==> config.mk <==
export PLATFORM = sky130hd
export DESIGN_NAME = dt_sequencer
export DESIGN_NICKNAME = d
export VERILOG_FILES = /design/src/rtl/dt_pkg.sv /design/src/rtl/dt_gap_wdog.sv /design/src/rtl/dt_sequencer.sv
export SDC_FILE = /design/constraint.sdc
export NUM_CORES = 1
export LEC_CHECK = 0
export BUFFER_PORTS_ARGS = -buffer_cell sky130_fd_sc_hd__buf_4
export CAP_MARGIN = 30
export CELL_PAD_IN_SITES_DETAIL_PLACEMENT = 1
export CELL_PAD_IN_SITES_GLOBAL_PLACEMENT = 1
export CORE_MARGIN = 2
export CORE_UTILIZATION = 40
export DETAILED_ROUTE_END_ITERATION = 6
export HOLD_SLACK_MARGIN = 0.1
export PLACE_DENSITY = 0.93
export SLEW_MARGIN = 10
export SYNTH_ARGS = -nofsm -noshare
export SYNTH_HDL_FRONTEND = slang
export SYNTH_SLANG_ARGS = --single-unit
==> constraint.sdc <==
create_clock -name clk -period 2.52 [get_ports clk]
set_clock_uncertainty 0.15 [all_clocks]
set_input_delay 0 -clock clk [delete_from_list [all_inputs] [get_ports clk]]
set_output_delay 0 -clock clk [all_outputs]
set_load 0.02 [all_outputs]
==> src/rtl/dt_pkg.sv <==
// dt_pkg: shared types and defaults for the dT estimator sequencer.
package dt_pkg;

   typedef enum logic [1:0] {
      ST_IDLE = 2'd0,
      ST_INIT = 2'd1,
      ST_WARM = 2'd2,
      ST_RUN  = 2'd3
   } dt_state_e;

   localparam logic [7:0] ALPHA_RST = 8'd32;
   localparam logic [7:0] KDT_RST   = 8'd0;
   localparam logic [7:0] DMAX_RST  = 8'd127;

   localparam int WARMUP_N_DEF = 8;
   localparam int GAP_MAX_DEF  = 1024;

endpackage

==> src/rtl/dt_gap_wdog.sv <==
// dt_gap_wdog: counts consecutive enabled cycles without a clear and pulses
// hit_o on the cycle the count reaches GAP_MAX.
module dt_gap_wdog #(
   parameter int GAP_MAX = 1024
) (
   input  logic clk,
   input  logic rst,
   input  logic en_i,
   input  logic clr_i,
   output logic hit_o
);

   localparam logic [15:0] TERM = 16'(GAP_MAX - 1);

   logic [15:0] cnt_q, cnt_d;

   assign hit_o = en_i && !clr_i && (cnt_q == TERM);

   // Count idle cycles; restart on clear, on disable and after a hit.
   always_comb begin
      cnt_d = cnt_q + 16'd1;
      if (!en_i || clr_i || hit_o) cnt_d = '0;
   end

   // Counter register.
   always_ff @(posedge clk) begin
      if (rst) cnt_q <= '0;
      else     cnt_q <= cnt_d;
   end

endmodule

==> src/rtl/dt_sequencer.sv <==
// dt_sequencer: sequences an external dT estimator (init, warm-up, run),
// holds its shadow configuration and forwards trusted results.
// Optional sample-gap watchdog: define DT_SEQUENCER_GAP_WDOG_EN.
module dt_sequencer
   import dt_pkg::*;
#(
   parameter int WARMUP_N = WARMUP_N_DEF,
   parameter int GAP_MAX  = GAP_MAX_DEF
) (
   input  logic       clk,
   input  logic       rst,
   input  logic       dt_mode,
   input  logic [7:0] t_in,
   input  logic       t_valid,
   input  logic [7:0] cfg_alpha,
   input  logic [7:0] cfg_k_dt,
   input  logic [7:0] cfg_d_max,
   input  logic       cfg_wr,
   output logic [7:0] est_T,
   output logic       est_ce,
   output logic       est_init,
   output logic [7:0] est_alpha,
   output logic [7:0] est_k_dt,
   output logic [7:0] est_d_max,
   input  logic [7:0] est_dT,
   input  logic       est_valid,
   output logic [7:0] dT_out,
   output logic       dt_upd,
   output logic       dt_ok,
   output logic [1:0] state_o,
   output logic       gap_err
);

   localparam logic [7:0] WARM_N = 8'(WARMUP_N);

   dt_state_e  state_q, state_d;
   logic [7:0] warm_q, warm_d;
   logic [7:0] t_q, t_d;
   logic       ce_q, ce_d;
   logic       init_q, init_d;
   logic       pend_q, pend_d;
   logic [7:0] stg_a_q, stg_a_d, stg_k_q, stg_k_d, stg_m_q, stg_m_d;
   logic [7:0] shd_a_q, shd_a_d, shd_k_q, shd_k_d, shd_m_q, shd_m_d;
   logic [7:0] dt_q, dt_d;
   logic       upd_q, upd_d;
   logic       active, active_nx, done, gap_hit;

   assign active    = (state_q == ST_WARM) || (state_q == ST_RUN);
   assign active_nx = (state_d == ST_WARM) || (state_d == ST_RUN);
   // A sample step completes when its result arrives the cycle after est_ce;
   // pend_q is dropped on any exit from WARM/RUN, which discards stale steps.
   assign done      = pend_q && est_valid && active;

`ifdef DT_SEQUENCER_GAP_WDOG_EN
   logic gap_err_q;

   dt_gap_wdog #(.GAP_MAX(GAP_MAX)) u_wdog (
      .clk   (clk),
      .rst   (rst),
      .en_i  (active),
      .clr_i (t_valid),
      .hit_o (gap_hit)
   );

   // Sticky watchdog flag, cleared by a config write.
   always_ff @(posedge clk) begin
      if (rst)          gap_err_q <= 1'b0;
      else if (gap_hit) gap_err_q <= 1'b1;
      else if (cfg_wr)  gap_err_q <= 1'b0;
   end

   assign gap_err = gap_err_q;
`else
   assign gap_hit = 1'b0;
   assign gap_err = 1'b0;
`endif

   // Next-state logic; dropping dt_mode overrides everything.
   always_comb begin
      state_d = state_q;
      case (state_q)
         ST_IDLE: if (dt_mode) state_d = ST_INIT;
         ST_INIT: state_d = ST_WARM;
         ST_WARM: begin
            if (cfg_wr || gap_hit)  state_d = ST_INIT;
            else if (warm_q >= WARM_N) state_d = ST_RUN;
         end
         ST_RUN:  if (cfg_wr || gap_hit) state_d = ST_INIT;
         default: state_d = ST_IDLE;
      endcase
      if (!dt_mode) state_d = ST_IDLE;
   end

   // Estimator drive, config staging/shadowing, warm count and result path.
   always_comb begin
      init_d  = (state_d == ST_INIT);
      // A sample yields a step only if we stay in WARM/RUN; INIT wins over it.
      ce_d    = init_d || (active && t_valid && !cfg_wr && active_nx);
      pend_d  = ce_q && !init_q && active_nx;
      t_d     = (active && t_valid) ? t_in : t_q;

      stg_a_d = cfg_wr ? cfg_alpha : stg_a_q;
      stg_k_d = cfg_wr ? cfg_k_dt  : stg_k_q;
      stg_m_d = cfg_wr ? cfg_d_max : stg_m_q;
      // Shadow loads on INIT entry, taking a coincident write directly.
      shd_a_d = init_d ? stg_a_d : shd_a_q;
      shd_k_d = init_d ? stg_k_d : shd_k_q;
      shd_m_d = init_d ? stg_m_d : shd_m_q;

      warm_d  = warm_q;
      if (init_d) warm_d = '0;
      else if ((state_q == ST_WARM) && done && (warm_q < WARM_N)) warm_d = warm_q + 8'd1;

      dt_d    = dt_q;
      if (state_d != ST_RUN) dt_d = '0;
      else if (done)         dt_d = est_dT;
      upd_d   = done && (state_d == ST_RUN);
   end

   // State and datapath registers.
   always_ff @(posedge clk) begin
      if (rst) begin
         state_q <= ST_IDLE;
         warm_q  <= '0;
         t_q     <= '0;
         ce_q    <= 1'b0;
         init_q  <= 1'b0;
         pend_q  <= 1'b0;
         stg_a_q <= ALPHA_RST;
         stg_k_q <= KDT_RST;
         stg_m_q <= DMAX_RST;
         shd_a_q <= ALPHA_RST;
         shd_k_q <= KDT_RST;
         shd_m_q <= DMAX_RST;
         dt_q    <= '0;
         upd_q   <= 1'b0;
      end else begin
         state_q <= state_d;
         warm_q  <= warm_d;
         t_q     <= t_d;
         ce_q    <= ce_d;
         init_q  <= init_d;
         pend_q  <= pend_d;
         stg_a_q <= stg_a_d;
         stg_k_q <= stg_k_d;
         stg_m_q <= stg_m_d;
         shd_a_q <= shd_a_d;
         shd_k_q <= shd_k_d;
         shd_m_q <= shd_m_d;
         dt_q    <= dt_d;
         upd_q   <= upd_d;
      end
   end

   assign est_T     = t_q;
   assign est_ce    = ce_q;
   assign est_init  = init_q;
   assign est_alpha = shd_a_q;
   assign est_k_dt  = shd_k_q;
   assign est_d_max = shd_m_q;
   assign dT_out    = dt_q;
   assign dt_upd    = upd_q;
   assign dt_ok     = (state_q == ST_RUN);
   assign state_o   = state_q;

endmodule

Word-level counts from Yosys, hierarchy flattened
Index checks and enable logic that the tools add are counted.
{ "totals": {"ff_bits": 78, "input_bits": 46, "out_inout_bits": 47, "wordCells": 50} }
{ "classes": {"addsub": 1, "n_lt_le_gt_ge": 2, "n_eq_ne": 7, "n_mux": 8, "n_reduce_logical": 18} }
{ "ops": {"columns": ["cell", "count"], "rows": [
  ["$mux W8", 3],
  ["$logic_and A1 B1 Y1", 10],
  ["$add A8 B1 Y8 const B", 1],
  ["$eq A2 B2 Y1 const B", 4],
  ["$ge A8 B4 Y1 const B", 1],
  ["$lt A8 B4 Y1 const B", 1],
  ["$mux W2", 4],
  ["$pmux W2 S4", 1],
  ["$eq A2 B1 Y1 const B", 2],
  ["$reduce_or A2 Y1", 2],
  ["$logic_or A1 B1 Y1", 3],
  ["$logic_not A1 Y1", 2],
  ["$logic_not A2 Y1", 1],
  ["$ne A2 B2 Y1 const B", 1]
]} }

Longest topological paths before layout
{ "logic_depth": {"word_depth": 9, "ltp_mapped": 5, "mapped_depth_nobuf": 4} }

Worst setup path after synthesis
No wires, ideal clock.
{ "synth_path": {"kind": "flip-flop to flip-flop", "from": "reg state_q[1], in the netlist state_o[1]", "to": "reg shd_a_q[5], in the netlist est_alpha[5]", "setup_time_ns": 0.117, "t_arrival_ns": 1.278, "required_ns": 2.253, "setup_slack_ns": 0.975, "path_stages_with_launch": 5, "path_buffers": 1, "synth_period_minus_slack_ns": 1.545, "path_cell_list": "dfxtp_1 -> nor2b_2 -> o31ai_2 -> buf_6 -> o22a_1"} }
{ "synth_between": {"elab_chain_len": 5, "elab_cells_between_ends": 10, "classes_between": "eq/ne: 4; mux: 5; reduce/logical: 1"} }
{ "synth_lines": {"columns": ["element", "line_no", "source"], "rows": [
  ["start: declaration", "dt_sequencer.sv:36", "dt_state_e state_q, state_d;"],
  ["start signal: assignment", "dt_sequencer.sv:138", "state_q <= state_d;"],
  ["$mux W2", "dt_sequencer.sv:86", "else if (warm_q >= WARM_N) state_d = ST_RUN;"],
  ["$mux W2", "dt_sequencer.sv:85", "if (cfg_wr || gap_hit) state_d = ST_INIT;"],
  ["$pmux W2 S4 *", "dt_sequencer.sv:81", "case (state_q)"],
  ["$mux W2 *", "dt_sequencer.sv:91", "if (!dt_mode) state_d = ST_IDLE;"],
  ["$eq A2 B1 Y1 *", "dt_sequencer.sv:96", "init_d = (state_d == ST_INIT);"],
  ["end signal: assignment", "dt_sequencer.sv:132", "shd_a_q <= ALPHA_RST;"],
  ["end signal: assignment", "dt_sequencer.sv:147", "shd_a_q <= shd_a_d;"],
  ["end: declaration", "dt_sequencer.sv:43", "logic [7:0] shd_a_q, shd_a_d, shd_k_q, shd_k_d, shd_m_q, shd_m_d;"]
]} }
Every way passes the cells marked *; elsewhere a longest branch is shown, timed or not.
A chain may end at the register's enable or synchronous reset.

Worst setup path after layout
{ "layout_path": {"from": "reg state_q[1], in the netlist state_o[1]", "to": "reg t_q[7], in the netlist est_T[7]"} }
{ "layout_between": {"elab_chain_len": 3, "elab_cells_between_ends": 4, "classes_between": "eq/ne: 2; reduce/logical: 2"} }
{ "layout_lines": {"columns": ["element", "line_no", "source"], "rows": [
  ["$eq A2 B2 Y1", "dt_sequencer.sv:48", "assign active = (state_q == ST_WARM) || (state_q == ST_RUN);"],
  ["$logic_or A1 B1 Y1 *", "dt_sequencer.sv:48", null],
  ["$logic_and A1 B1 Y1 *", "dt_sequencer.sv:100", "t_d = (active && t_valid) ? t_in : t_q;"],
  ["end signal: assignment", "dt_sequencer.sv:140", "t_q <= t_d;"],
  ["end: declaration", "dt_sequencer.sv:38", "logic [7:0] t_q, t_d;"]
]} }
Marks and branches as above.

==> results.sh <==
export IMPL_status="completed"
export IMPL_htree_num_levels=3
export IMPL_fillers=730
export IMPL_synth_avg_cell_area_um2=10.44
export IMPL_max_cap_violations=0
export IMPL_grt_overflow_total=0
export IMPL_dr_first_iter_drc_count=110
export IMPL_synthCells=265
export IMPL_start_util=0.4096
export IMPL_route_antenna_remaining_nets=0
export IMPL_ir_drop_mv=0.4221
export IMPL_ys_seq_area_frac=0.5642
export IMPL_p_sw_mw=0.7124
export IMPL_route_detailed_drc=0
export IMPL_clkTransAtPathRegs_ns=0.10
export IMPL_setup_viol=0
export IMPL_die_w_um=87.18
export IMPL_switching_share=0.2667
export IMPL_synth_area_um2=2768
export IMPL_hold_violations=0
export IMPL_drt_pass1_iterations=4
export IMPL_drive_above_1_share=0.2662
export IMPL_port_buffers=91
export IMPL_grt_total_usage=0.2818
export IMPL_vias=2736
export IMPL_hp_class="primary input to register"
export IMPL_yosysWarnings=0
export IMPL_tightestPinTransition_ns=0.7052
export IMPL_slowest_delay_ns=0.61
export IMPL_path_cells="buf_4, nand3_1, dlygate4sd3_1, a21oi_1, dlygate4sd3_1"
export IMPL_hpwl_mm=4.940
export IMPL_wl_per_cell_um=20.13
export IMPL_arrival_ns=2.41
export IMPL_layout_nets=490
export IMPL_diodes=0
export IMPL_seqPwrFrac=0.491
export IMPL_cts_root_buf="clkbuf_8"
export IMPL_power_frac_clock=0.361
export IMPL_multi_input_area_um2=1092
export IMPL_tns_ns=0
export IMPL_ys_seq_elements=78
export IMPL_cp_start_kind="register"
export IMPL_cp_end_kind="register"
export IMPL_cts_setup_buffers=0
export IMPL_grt_setup_unrepaired="false"
export IMPL_std_cell_rows=30
export IMPL_timing_final_crit_share=0.8965
export IMPL_yosysUniqueCellTypes=34
export IMPL_intPower_mw=1.959
export IMPL_regArea_um2=1562
export IMPL_worst_ep_required_time_ns=2.67
export IMPL_die_h_um=87.18
export IMPL_clk_insertion_delay_late_ns=0.35
export IMPL_power_frac_comb=0.148
export IMPL_die_area_um2=7600
export IMPL_core_area_um2=6756
export IMPL_crit_type="register to register"
export IMPL_cts_num_sinks=78
export IMPL_antenna_found_initial=0
export IMPL_grt_start_max_net_pins=30
export IMPL_slew_headroom=0.5283
export IMPL_fmax_ghz=0.4426
export IMPL_numCtsBuffers=9
export IMPL_syn_num_nets=313
export IMPL_cts_tree="built"
export IMPL_min_period_ns=2.259
export IMPL_slowest_stage="dlygate4sd3_1"
export IMPL_pin_count=93
export IMPL_postRouteWirelength_mm=10.61
export IMPL_cts_resized=0
export IMPL_via_per_inst=5.192
export IMPL_worst_path_max_fanout=13
export IMPL_area_growth_pct=64.29
export IMPL_p_leak_nw=1.998
export IMPL_finalPower_mw=2.671
export IMPL_cts_buffer_depth=2
export IMPL_grt_pass1_wl_mm=16.07
export IMPL_crit_path_frequent_cell="dlygate4sd3_1"
export IMPL_grt_pass1_vias=3073
export IMPL_gp_congestion=0.7656
export IMPL_power_per_cell_area_nw_per_um2=587.5
export IMPL_finalMaxSlewViolations=0
worst max-delay path: cells and delay by family (launching register included):
kind                   cells  cell delay (ns)
AOI/OAI and AO/OA          1             0.15
buffers and inverters      3             1.40
and+or+nand+nor            1             0.13
DFF                        1             0.40
registers in the layout, summed over array words and instances (netlist names):
register	flops
stg_m_q	8
pend_q	1
est_ce	1
stg_k_q	8
dT_out	8
warm_q	8
est_alpha	8
est_T	8
est_d_max	8
state_o	2
est_k_dt	8
dt_upd	1
est_init	1
stg_a_q	8
power by group through the flow:
stage | combinational, mW | sequential, mW | clock [mW]
floorplan | 0.120 | 1.36 | 0
global placement | 0.267 | 1.33 | 0
detailed placement | 0.276 | 1.33 | 0
CTS | 0.378 | 1.31 | 0.933
global route | 0.419 | 1.32 | 1.01
finish | 0.396 | 1.31 | 0.963
cell usage in the layout, fill, tap and decap left out, drive strengths merged:
cell type and n:
buf 95, dlygate4sd3 87, dfxtp 78, nand2 33, mux2i 25, nor2 22, a21oi 19, a22o 16
clkbuf 11, nand3 10, o22a 8, and2 5, inv 5, nand4 4, and3 3, nand2b 3
nor3 3, nor2b 2, a31o 2, ha 2, clkinvlp 2, clkinv 2, nor4 1, a211o 1
a31oi 1, o31ai 1, a311o 1, o311ai 1, o21a 1, nor4b 1, conb 1, bufinv 1
routing by layer:
layer / up-vias / routed length [um] / track usage
met3: 19 / 413 / 0.03981
met2: 99 / 5883 / 0.5503
met5: - / 0 / 0
met1: 1339 / 4021 / 0.2974
li1: 1279 / - / -
met4: 0 / 291 / 0.1175
through the flow:
| step | instance area (um2) | hold WS (ns) | setup slack, ns | std cells | util |
|---|---|---|---|---|---|
| after floorplan | 2768 | -0.01398 | 0.9751 | 265 | - |
| after global routing | 4547 | 0.2073 | 0.2258 | 527 | 0.6730 |
| after CTS | 4547 | 0.1323 | 0.3999 | 527 | 0.6730 |
| final | 4547 | 0.1830 | 0.2609 | 527 | 0.6730 |
| after global placement | 3486 | 0.09319 | 0.8980 | 424 | 0.5159 |
| after detailed placement | 3486 | 0.09687 | 0.8353 | 424 | 0.5159 |
worst paths after layout:
check / end / cells after the start / from / slack [ns]
worst min-delay path: est_init / 3 / cfg_wr / 0.18
worst max register to register: est_T[7] / 5 / state_o[1] / 0.26
worst min register to register: dT_out[6] / 2 / dT_out[6] / 0.32
worst max-delay path: est_T[7] / 5 / state_o[1] / 0.26
synthesized netlist by cell type, drive strengths merged:
library cell | number | area share
a21oi | 19 | 0.034
clkinv | 1 | 0.0014
ha | 2 | 0.0090
o21a | 1 | 0.0027
o31ai | 1 | 0.0045
nor2 | 22 | 0.030
mux2i | 25 | 0.090
o22a | 8 | 0.025
dfxtp | 78 | 0.56
inv | 4 | 0.0054
nand3 | 10 | 0.018
a211o | 1 | 0.0032
a311o | 1 | 0.0036
nor4b | 1 | 0.0054
a22o | 16 | 0.051
a31o | 2 | 0.0063
buf | 14 | 0.034
clkbuf | 2 | 0.0027
nand2b | 3 | 0.0068
nor4 | 1 | 0.0077
nor3 | 3 | 0.0095
o311ai | 1 | 0.0032
nor2b | 2 | 0.0063
and3 | 3 | 0.0068
a31oi | 1 | 0.0023
nand4 | 4 | 0.0090
and2 | 5 | 0.011
conb | 1 | 0.0014
nand2 | 33 | 0.045
repair_timing:
item / CTS / global route
hold endpoints to repair: 71 / 0
hold buffers: 87 / 0
setup endpoints to repair: 0 / 0
cells by family (layout without fill, tap and decap cells):
kind of cell	after synthesis	count (layout)	synth area share
simple gates	87	87	0.1555
flops	78	78	0.5642
compound gates	51	51	0.1361
mux	25	25	0.09042
buf+inv	21	203	0.04340
fa+ha+maj	2	2	0.009040
other cells	1	1	0.001355
cell type report:
class,count,area share
sequential,78,0.3434
multi-input combinational,166,0.2402
tap,80,0.02201
timing repair buffer,182,0.3484
clock buffer,11,0.02889
clock inverter,5,0.01293
inverter,5,0.004128
(Power assumes the default switching activity.)
